[src/rtl/chess_turn_controller_if.sv]
// Board-side signal bundle of the chess turn controller: raw buttons, timer
// timeouts in; timer run flags, game status out.
interface chess_turn_controller_if;
   logic       btn_start;
   logic       btn_pause;
   logic       btn_white;
   logic       btn_black;
   logic       white_timeout;
   logic       black_timeout;
   logic       white_flag;
   logic       black_flag;
   logic       paused;
   logic       game_over;
   logic [1:0] winner;
   logic [7:0] move_count;

   modport master (
      output btn_start, btn_pause, btn_white, btn_black,
      output white_timeout, black_timeout,
      input  white_flag, black_flag, paused, game_over, winner, move_count
   );

   modport slave (
      input  btn_start, btn_pause, btn_white, btn_black,
      input  white_timeout, black_timeout,
      output white_flag, black_flag, paused, game_over, winner, move_count
   );
endinterface

[src/rtl/chess_turn_controller.sv]
// Chess turn arbiter: debounces the four pushbuttons, alternates the running
// clock between White and Black, handles pause and latches the game result.
module chess_turn_controller #(
   parameter int DEBOUNCE_CYCLES = 1_000_000,
   parameter int CNT_W           = 20
) (
   input  logic                    clock,
   input  logic                    reset,
   chess_turn_controller_if.slave  bus
);

   localparam logic [CNT_W-1:0] DEB_MAX  = CNT_W'(DEBOUNCE_CYCLES);
   localparam logic [CNT_W-1:0] DEB_LAST = CNT_W'(DEBOUNCE_CYCLES - 1);

   localparam int BTN_START = 0;
   localparam int BTN_PAUSE = 1;
   localparam int BTN_WHITE = 2;
   localparam int BTN_BLACK = 3;

   typedef enum logic [2:0] {S_IDLE, S_WHITE, S_BLACK, S_PAUSE, S_OVER} state_e;

   logic [3:0]       raw;
   logic [3:0]       sync1_q;
   logic [3:0]       sync2_q;
   logic [3:0]       press_q;
   logic [CNT_W-1:0] cnt_q [4];

   assign raw = {bus.btn_black, bus.btn_white, bus.btn_pause, bus.btn_start};

   // Counter saturates at DEB_MAX so a held button yields exactly one press.
   always_ff @(posedge clock or negedge reset) begin
      if (!reset) begin
         sync1_q <= '0;
         sync2_q <= '0;
         press_q <= '0;
         for (int i = 0; i < 4; i++) cnt_q[i] <= '0;
      end else begin
         // NOTE: non-blocking assignments keep the two synchronizer stages as
         // separate flops; a blocking '=' here would collapse them into one.
         sync1_q <= raw;
         sync2_q <= sync1_q;
         for (int i = 0; i < 4; i++) begin
            press_q[i] <= 1'b0;
            if (!sync2_q[i]) begin
               cnt_q[i] <= '0;
            end else if (cnt_q[i] != DEB_MAX) begin
               cnt_q[i]   <= cnt_q[i] + 1'b1;
               press_q[i] <= (cnt_q[i] == DEB_LAST);
            end
         end
      end
   end

   state_e     state_q, state_d;
   logic       side_q, side_d;
   logic [7:0] count_q, count_d;
   logic [1:0] winner_q, winner_d;
   logic       timeout;
   logic       move_ok;

   always_ff @(posedge clock or negedge reset) begin
      if (!reset) begin
         state_q  <= S_IDLE;
         side_q   <= 1'b0;
         count_q  <= '0;
         winner_q <= '0;
      end else begin
         state_q  <= state_d;
         side_q   <= side_d;
         count_q  <= count_d;
         winner_q <= winner_d;
      end
   end

   // Priority in play: timeout, then the mover's own press, then pause.
   always_comb begin
      // NOTE: every signal gets a default before the case so no path leaves it
      // unassigned, which would otherwise infer a latch.
      state_d  = state_q;
      side_d   = side_q;
      count_d  = count_q;
      winner_d = winner_q;
      timeout  = bus.white_timeout | bus.black_timeout;
      move_ok  = 1'b0;
      unique case (state_q)
         S_IDLE: begin
            if (press_q[BTN_START]) state_d = S_WHITE;
         end
         S_WHITE, S_BLACK: begin
            move_ok = (state_q == S_WHITE) ? press_q[BTN_WHITE] : press_q[BTN_BLACK];
            if (timeout) begin
               state_d  = S_OVER;
               winner_d = {bus.white_timeout, bus.black_timeout};
            end else if (move_ok) begin
               state_d = (state_q == S_WHITE) ? S_BLACK : S_WHITE;
               if (count_q != 8'hFF) count_d = count_q + 8'd1;
            end else if (press_q[BTN_PAUSE]) begin
               state_d = S_PAUSE;
               side_d  = (state_q == S_BLACK);
            end
         end
         S_PAUSE: begin
            if (timeout) begin
               state_d  = S_OVER;
               winner_d = {bus.white_timeout, bus.black_timeout};
            end else if (press_q[BTN_PAUSE]) begin
               state_d = side_q ? S_BLACK : S_WHITE;
            end
         end
         default: ;
      endcase
   end

   always_comb begin
      bus.white_flag = (state_q == S_WHITE);
      bus.black_flag = (state_q == S_BLACK);
      bus.paused     = (state_q == S_PAUSE);
      bus.game_over  = (state_q == S_OVER);
      bus.winner     = winner_q;
      bus.move_count = count_q;
   end

endmodule

[src/flat_wrapper.sv]
// flat-port wrapper written by rule: the top's interface ports become plain ports
module chess_turn_controller_flat 
#(
   parameter int DEBOUNCE_CYCLES = 1_000_000,
   parameter int CNT_W           = 20
)
  (clock, reset, bus_btn_start, bus_btn_pause, bus_btn_white, bus_btn_black, bus_white_timeout, bus_black_timeout, bus_white_flag, bus_black_flag, bus_paused, bus_game_over, bus_winner, bus_move_count);
  chess_turn_controller_if bus_i ();
  input  logic clock;
  input  logic reset;
  input wire logic [$bits(bus_i.btn_start)-1:0] bus_btn_start;
  input wire logic [$bits(bus_i.btn_pause)-1:0] bus_btn_pause;
  input wire logic [$bits(bus_i.btn_white)-1:0] bus_btn_white;
  input wire logic [$bits(bus_i.btn_black)-1:0] bus_btn_black;
  input wire logic [$bits(bus_i.white_timeout)-1:0] bus_white_timeout;
  input wire logic [$bits(bus_i.black_timeout)-1:0] bus_black_timeout;
  output wire logic [$bits(bus_i.white_flag)-1:0] bus_white_flag;
  output wire logic [$bits(bus_i.black_flag)-1:0] bus_black_flag;
  output wire logic [$bits(bus_i.paused)-1:0] bus_paused;
  output wire logic [$bits(bus_i.game_over)-1:0] bus_game_over;
  output wire logic [$bits(bus_i.winner)-1:0] bus_winner;
  output wire logic [$bits(bus_i.move_count)-1:0] bus_move_count;
  assign bus_i.btn_start = bus_btn_start;
  assign bus_i.btn_pause = bus_btn_pause;
  assign bus_i.btn_white = bus_btn_white;
  assign bus_i.btn_black = bus_btn_black;
  assign bus_i.white_timeout = bus_white_timeout;
  assign bus_i.black_timeout = bus_black_timeout;
  assign bus_white_flag = bus_i.white_flag;
  assign bus_black_flag = bus_i.black_flag;
  assign bus_paused = bus_i.paused;
  assign bus_game_over = bus_i.game_over;
  assign bus_winner = bus_i.winner;
  assign bus_move_count = bus_i.move_count;
  chess_turn_controller #(.DEBOUNCE_CYCLES(DEBOUNCE_CYCLES), .CNT_W(CNT_W)) u_core (.clock(clock), .reset(reset), .bus(bus_i));
endmodule
[config.mk]
export PLATFORM = sky130hd
export DESIGN_NAME = chess_turn_controller_flat
export DESIGN_NICKNAME = d
export VERILOG_FILES = /design/src/rtl/chess_turn_controller_if.sv /design/src/rtl/chess_turn_controller.sv /design/src/flat_wrapper.sv
export SDC_FILE = /design/constraint.sdc
export NUM_CORES = 1
export LEC_CHECK = 0
export BUFFER_PORTS_ARGS = -buffer_cell sky130_fd_sc_hd__buf_2
export CORE_ASPECT_RATIO = 0.9
export CORE_MARGIN = 2
export CORE_UTILIZATION = 35
export CTS_BUF_LIST = sky130_fd_sc_hd__clkbuf_4
export CTS_CLUSTER_DIAMETER = 60
export DETAILED_ROUTE_END_ITERATION = 10
export SLEW_MARGIN = 20
export SYNTH_ARGS = -nofsm -noshare
export SYNTH_HDL_FRONTEND = slang
export SYNTH_SLANG_ARGS = --single-unit
[constraint.sdc]
create_clock -name clock -period 2.55 [get_ports clock]
set_input_delay 0 -clock clock [delete_from_list [all_inputs] [get_ports clock]]
set_output_delay 0 -clock clock [all_outputs]
set_load 0.01 [all_outputs]
* Word level (Yosys, flattened, before mapping)
Index checks and enable logic that the tools add are counted.
W data, S select, Z words.
** Cells by class
- Add/subtract/negate cells :: 5
- Equality and inequality tests :: 20
- Mux-type cells :: 26
- Bitwise gates (word level) :: 3
- Reduce and logical (&&, ||, !) cells :: 8
** Operators by type and width (count)
- $mux W20 :: 8
- $add A20 B1 Y20 const B :: 4
- $eq A20 B20 Y1 const B :: 4
- $ne A20 B20 Y1 const B :: 4
- $mux W3 :: 6
- $reduce_and A4 Y1 :: 3
- $mux W1 :: 9
- $pmux W3 S3 :: 1
- $add A8 B1 Y8 const B :: 1
- $ne A2 B2 Y1 const B :: 4
- $ne A8 B8 Y1 const B :: 1
- $eq A3 B2 Y1 const B :: 2
- $mux W2 :: 2
- $ne A4 B1 Y1 const B :: 1
- $eq A3 B1 Y1 const B :: 1
- $eq A3 B3 Y1 const B :: 1
- $logic_not A3 Y1 :: 1
- $ne A3 B1 Y1 const B :: 1
- $reduce_bool A3 Y1 :: 1
- $reduce_or A3 Y1 :: 1
- $ne A2 B1 Y1 const B :: 1
- $not A1 Y1 :: 2
- $reduce_and A2 Y1 :: 1
- $reduce_or A2 Y1 :: 1
- $or A1 B1 Y1 :: 1
** Word-level totals
- Register bits :: 106
- Input port bits :: 8
- Output and inout port bits :: 14
- Word-level logic and storage cells :: 73

* Logic depth before layout (Yosys ltp)
- Word-level depth :: 5
- Gate-level depth with buffers :: 6

* Least setup slack after synthesis
No wires, ideal clock.
- Path kind :: register -> register
- Start point :: register u_core.cnt_q[15] (netlist name)
- End point :: register u_core.cnt_q[0] (netlist name)
- Library setup time :: 0.120 ns
- Arrival :: 1.877 ns
- Required time :: 2.430 ns
- Slack :: 0.554 ns
- Cell stages (with the launch flop) :: 5
- Buffers on the path :: 0
- Period minus slack after synthesis :: 1.996 ns
- Cells stage by stage :: dfrtp_1 or4b_2 or4_4 nor3_1 and3b_1
** On the way
- Cells in the longest elaborated chain, start to end :: 2
** RTL lines
- start: declaration :: RTL line chess_turn_controller.sv:26 : logic [CNT_W-1:0] cnt_q [4];
- start signal: indexed assignment :: RTL line chess_turn_controller.sv:47 : cnt_q[i] <= cnt_q[i] + 1'b1;
- $ne A20 B20 Y1 :: RTL line chess_turn_controller.sv:46 : end else if (cnt_q[i] != DEB_MAX) begin
- $ne A2 B2 Y1 (no line)
No other way between the ends.
A chain may end at the register's enable or synchronous reset.

* Worst setup path in the final report
- Start point :: register u_core.cnt_q[13] (netlist name)
- End point :: register u_core.cnt_q[1] (netlist name)
Same word-level chain as after synthesis.

==> results.md <==
- Status: finished, final reports clean
- Worst setup path category: flop to flop
- RSZ-0062 raised after global routing: no
- CTS H-Tree Depth: 3
- ANT cells: 0
- Worst setup SP type: flop
- Gr usage total: 14.0%
- Final Hold Violating Endpoints: 0
- DIE AREA: 0.0163 mm2
- # hold bufs at CTS: 8
- CP arrival: 2.51 ns
- Net count, final: 586
- Initial core utilization: 36.0%
- First-pass GRT wire length: 18400 um
- Clk slew on worst S/H paths: 0.16 ns
- Total CTS buffers: 9
- Crit Reg-Reg Startpoint: u_core.cnt_q[13]
- DR iter-0 viols: 180
- Final period util: 82.9%
- Clk buf depth: 2
- Remaining DRCs: 0
- Slew Limit Fails: 0
- Hold Crit Class: input pin to asynchronous set/reset pin
- Leak: 0.00254 uW
- Die Y: 121 um
- Routed WL: 10400 um
- Number of synthesized register bits: 106
- Post-synthesis sequential area ratio: 49.7%
- Critical path, cell by cell: or4b_2 -> or4_4 -> nor2_1 -> mux2i_1
- Synthesized area per cell: 9.91 um2
- Slew margin rel.: 52.1%
- Max-cap viol count: 0
- Post-CTS Setup Bufs: 0
- Syn Nets: 556
- Worst-Skew Late Latency: 0.47 ns
- Setup slack, reg-to-reg: 0.44 ns
- Setup TNS: 0 ns
- Global placer's final weighted congestion: 0.782
- Crit-path max FO: 6
- Total overflow reported by the global router: 0
- Cell Pwr Density: 445 mW/mm2
- Psw: 667 uW
- Floorplan row count: 42
- Synth Instances: 539
- Crit end category: flop
- Post-synth cell types: 50
- RR Endpoint: u_core.cnt_q[1]
- Layout cell share with drive strength beyond 1: 8.89%
- Placed cell areas: 0.00568 mm2
- Min Tclk post-route: 2.11 ns
- Most frequent cells in the layout: dfrtp_1, nand2_1, nor2_1
- Worst EP required: 2.95 ns
- Final setup margin: 0.437 ns
- Initial antenna violation count: 0
- Post-synth top flop: dfrtp_1
- Reg power frac: 66.5%
- Worst R2R Path Depth: 4
- CTS tree: built
- Gates resized, CTS repair: 0
- Peak supply drop: 0.247 mV
- DR vias: 4032
- Max Freq: 0.473 GHz
- Port bufs: 21
- Internal power: 1950 uW
- Design Area, Final: 0.00587 mm2
- Crit-path max cell delay: 0.67 ns
- Vias in the first global route: 3920
- Clock Sinks: 106
- Most common cell after layout, fill and taps aside: dfrtp_1
- Largest net degree at the start of global routing: 56
- IO Count: 22
- Worst path slowest cell: or4b_2
- Post-DP HPWL: 7070 um
- CORE AREA: 0.0148 mm2
- Clock power share: 28.8%
- Die X: 134 um
- Post-route ant nets: 0
- Ys async rst share: 100%
- Clock Skew: 0.0159 ns
- Final setup violation count: 0
- Routed len/inst: 13.5 um
- Post-synthesis instance area: 0.00534 mm2
- Gate power share: 4.8%
- Clk root buf: clkbuf_4
- Routed vias/inst: 5.22
- EDFF count, synth: 0
- Ys Warns: 0
- Net Sw Frac: 25.5%
- Pre-CTS setup slack: 0.472 ns
- Pre-antenna DRT Iters: 4
- Area Overhead vs Synth: 9.96%
- Slew at the pin with the worst max-slew slack: 0.712 ns
[cells by family after synthesis]
logic type / count (synthesis) / share of synthesized area [%]
flops: 106 / 49.7
buf+inv: 34 / 2.41
simple gates: 264 / 28.0
compound gates: 63 / 7.01
xor+xnor: 46 / 7.54
fa+ha+maj: 9 / 2.11
mux: 17 / 3.26
[power by group through the flow]
stage	clock network [uW]	registers (uW)	logic (uW)
6_report	752	1740	125
5_1_grt	880	1740	147
4_1_cts	814	1740	130
3_5_place_dp	0	1770	121
3_3_place_gp	0	1770	117
2_1_floorplan	0	1750	69.4
[sequential cells by signal, summed over array words and instances, names as in the netlist]
| signal | flops |
|---|---|
| u_core.bus.move_count | 8 |
| u_core.bus.winner | 2 |
| u_core.cnt_q | 80 |
| u_core.press_q | 4 |
| u_core.side_q | 1 |
| u_core.state_q | 3 |
| u_core.sync1_q | 4 |
| u_core.sync2_q | 4 |
[layout make-up]
| cell class | instances | area [um2] |
|---|---|---|
| fillers | 1484 | 8950 |
| inverters | 21 | 78.8 |
| well taps | 198 | 248 |
| flip-flops and latches | 106 | 2650 |
| clock buffers | 9 | 67.6 |
| clock inverters | 7 | 43.8 |
| repair buffers | 32 | 223 |
| multi-input cells | 399 | 2560 |
[how the worst max path moves through the flow]
stage                startpoint                to  cells past startpoint
2_1_floorplan  u_core.cnt_q[15]   u_core.cnt_q[0]                      4
3_3_place_gp   u_core.cnt_q[15]   u_core.cnt_q[0]                      4
3_5_place_dp   u_core.cnt_q[13]   u_core.cnt_q[0]                      4
4_1_cts        u_core.cnt_q[13]   u_core.cnt_q[1]                      4
5_1_grt         u_core.cnt_q[2]  u_core.cnt_q[15]                      4
6_report       u_core.cnt_q[13]   u_core.cnt_q[1]                      4
[critical path, delay by kind of cell (launching register included)]
family,cells,cell delay [ns]
simple gates,3,1.38
mux,1,0.19
flops,1,0.46
[cell usage after synthesis (2+ instances only)]
library cell | n | share of area (%)
a21oi_1 | 18 | 1.7
nand2_1 | 40 | 2.8
mux2i_1 | 14 | 2.6
nor3_1 | 18 | 1.7
nor4bb_1 | 2 | 0.37
and3b_1 | 3 | 0.49
or4b_2 | 2 | 0.37
inv_1 | 20 | 1.4
mux2_2 | 3 | 0.63
dfrtp_1 | 106 | 50
nand3_1 | 36 | 3.4
a22o_1 | 2 | 0.33
clkbuf_1 | 12 | 0.84
nor4b_1 | 5 | 0.82
and2_1 | 12 | 1.4
a21boi_0 | 5 | 0.70
ha_1 | 9 | 2.1
nor2b_1 | 4 | 0.47
and3_1 | 5 | 0.59
xnor2_1 | 15 | 2.5
nand3b_1 | 5 | 0.70
o31ai_1 | 3 | 0.42
nand2b_1 | 14 | 1.6
o21ai_0 | 25 | 2.3
and4_1 | 11 | 1.8
or3_2 | 2 | 0.28
or4_1 | 5 | 0.70
nor2_1 | 40 | 2.8
nor4_1 | 17 | 2.0
or3_1 | 14 | 1.6
a2111oi_0 | 2 | 0.33
xor2_1 | 31 | 5.1
nor3b_1 | 3 | 0.42
nand4_1 | 20 | 2.3
[metal layers]
layer,global-route usage [%],vias to the layer above,wire length [um]
met5,0,-,0
met1,19.2,1979,5160
met2,21.5,55,4740
met4,4.08,0,89
li1,-,1992,-
met3,3.88,6,419
[per-stage QoR]
| stage | power (uW) | hold WS, ns | utilization, % | cells |
|---|---|---|---|---|
| floorplan | 1820 | -0.296 | - | 539 |
| global placement | 1880 | 0.0878 | 38.3 | 748 |
| detailed placement | 1890 | 0.0962 | 38.3 | 748 |
| CTS | 2680 | 0.0652 | 39.6 | 772 |
| global route | 2770 | 0.0974 | 39.6 | 772 |
| finish | 2610 | 0.0772 | 39.6 | 772 |
Note: power is estimated with default switching activity, not from simulation.
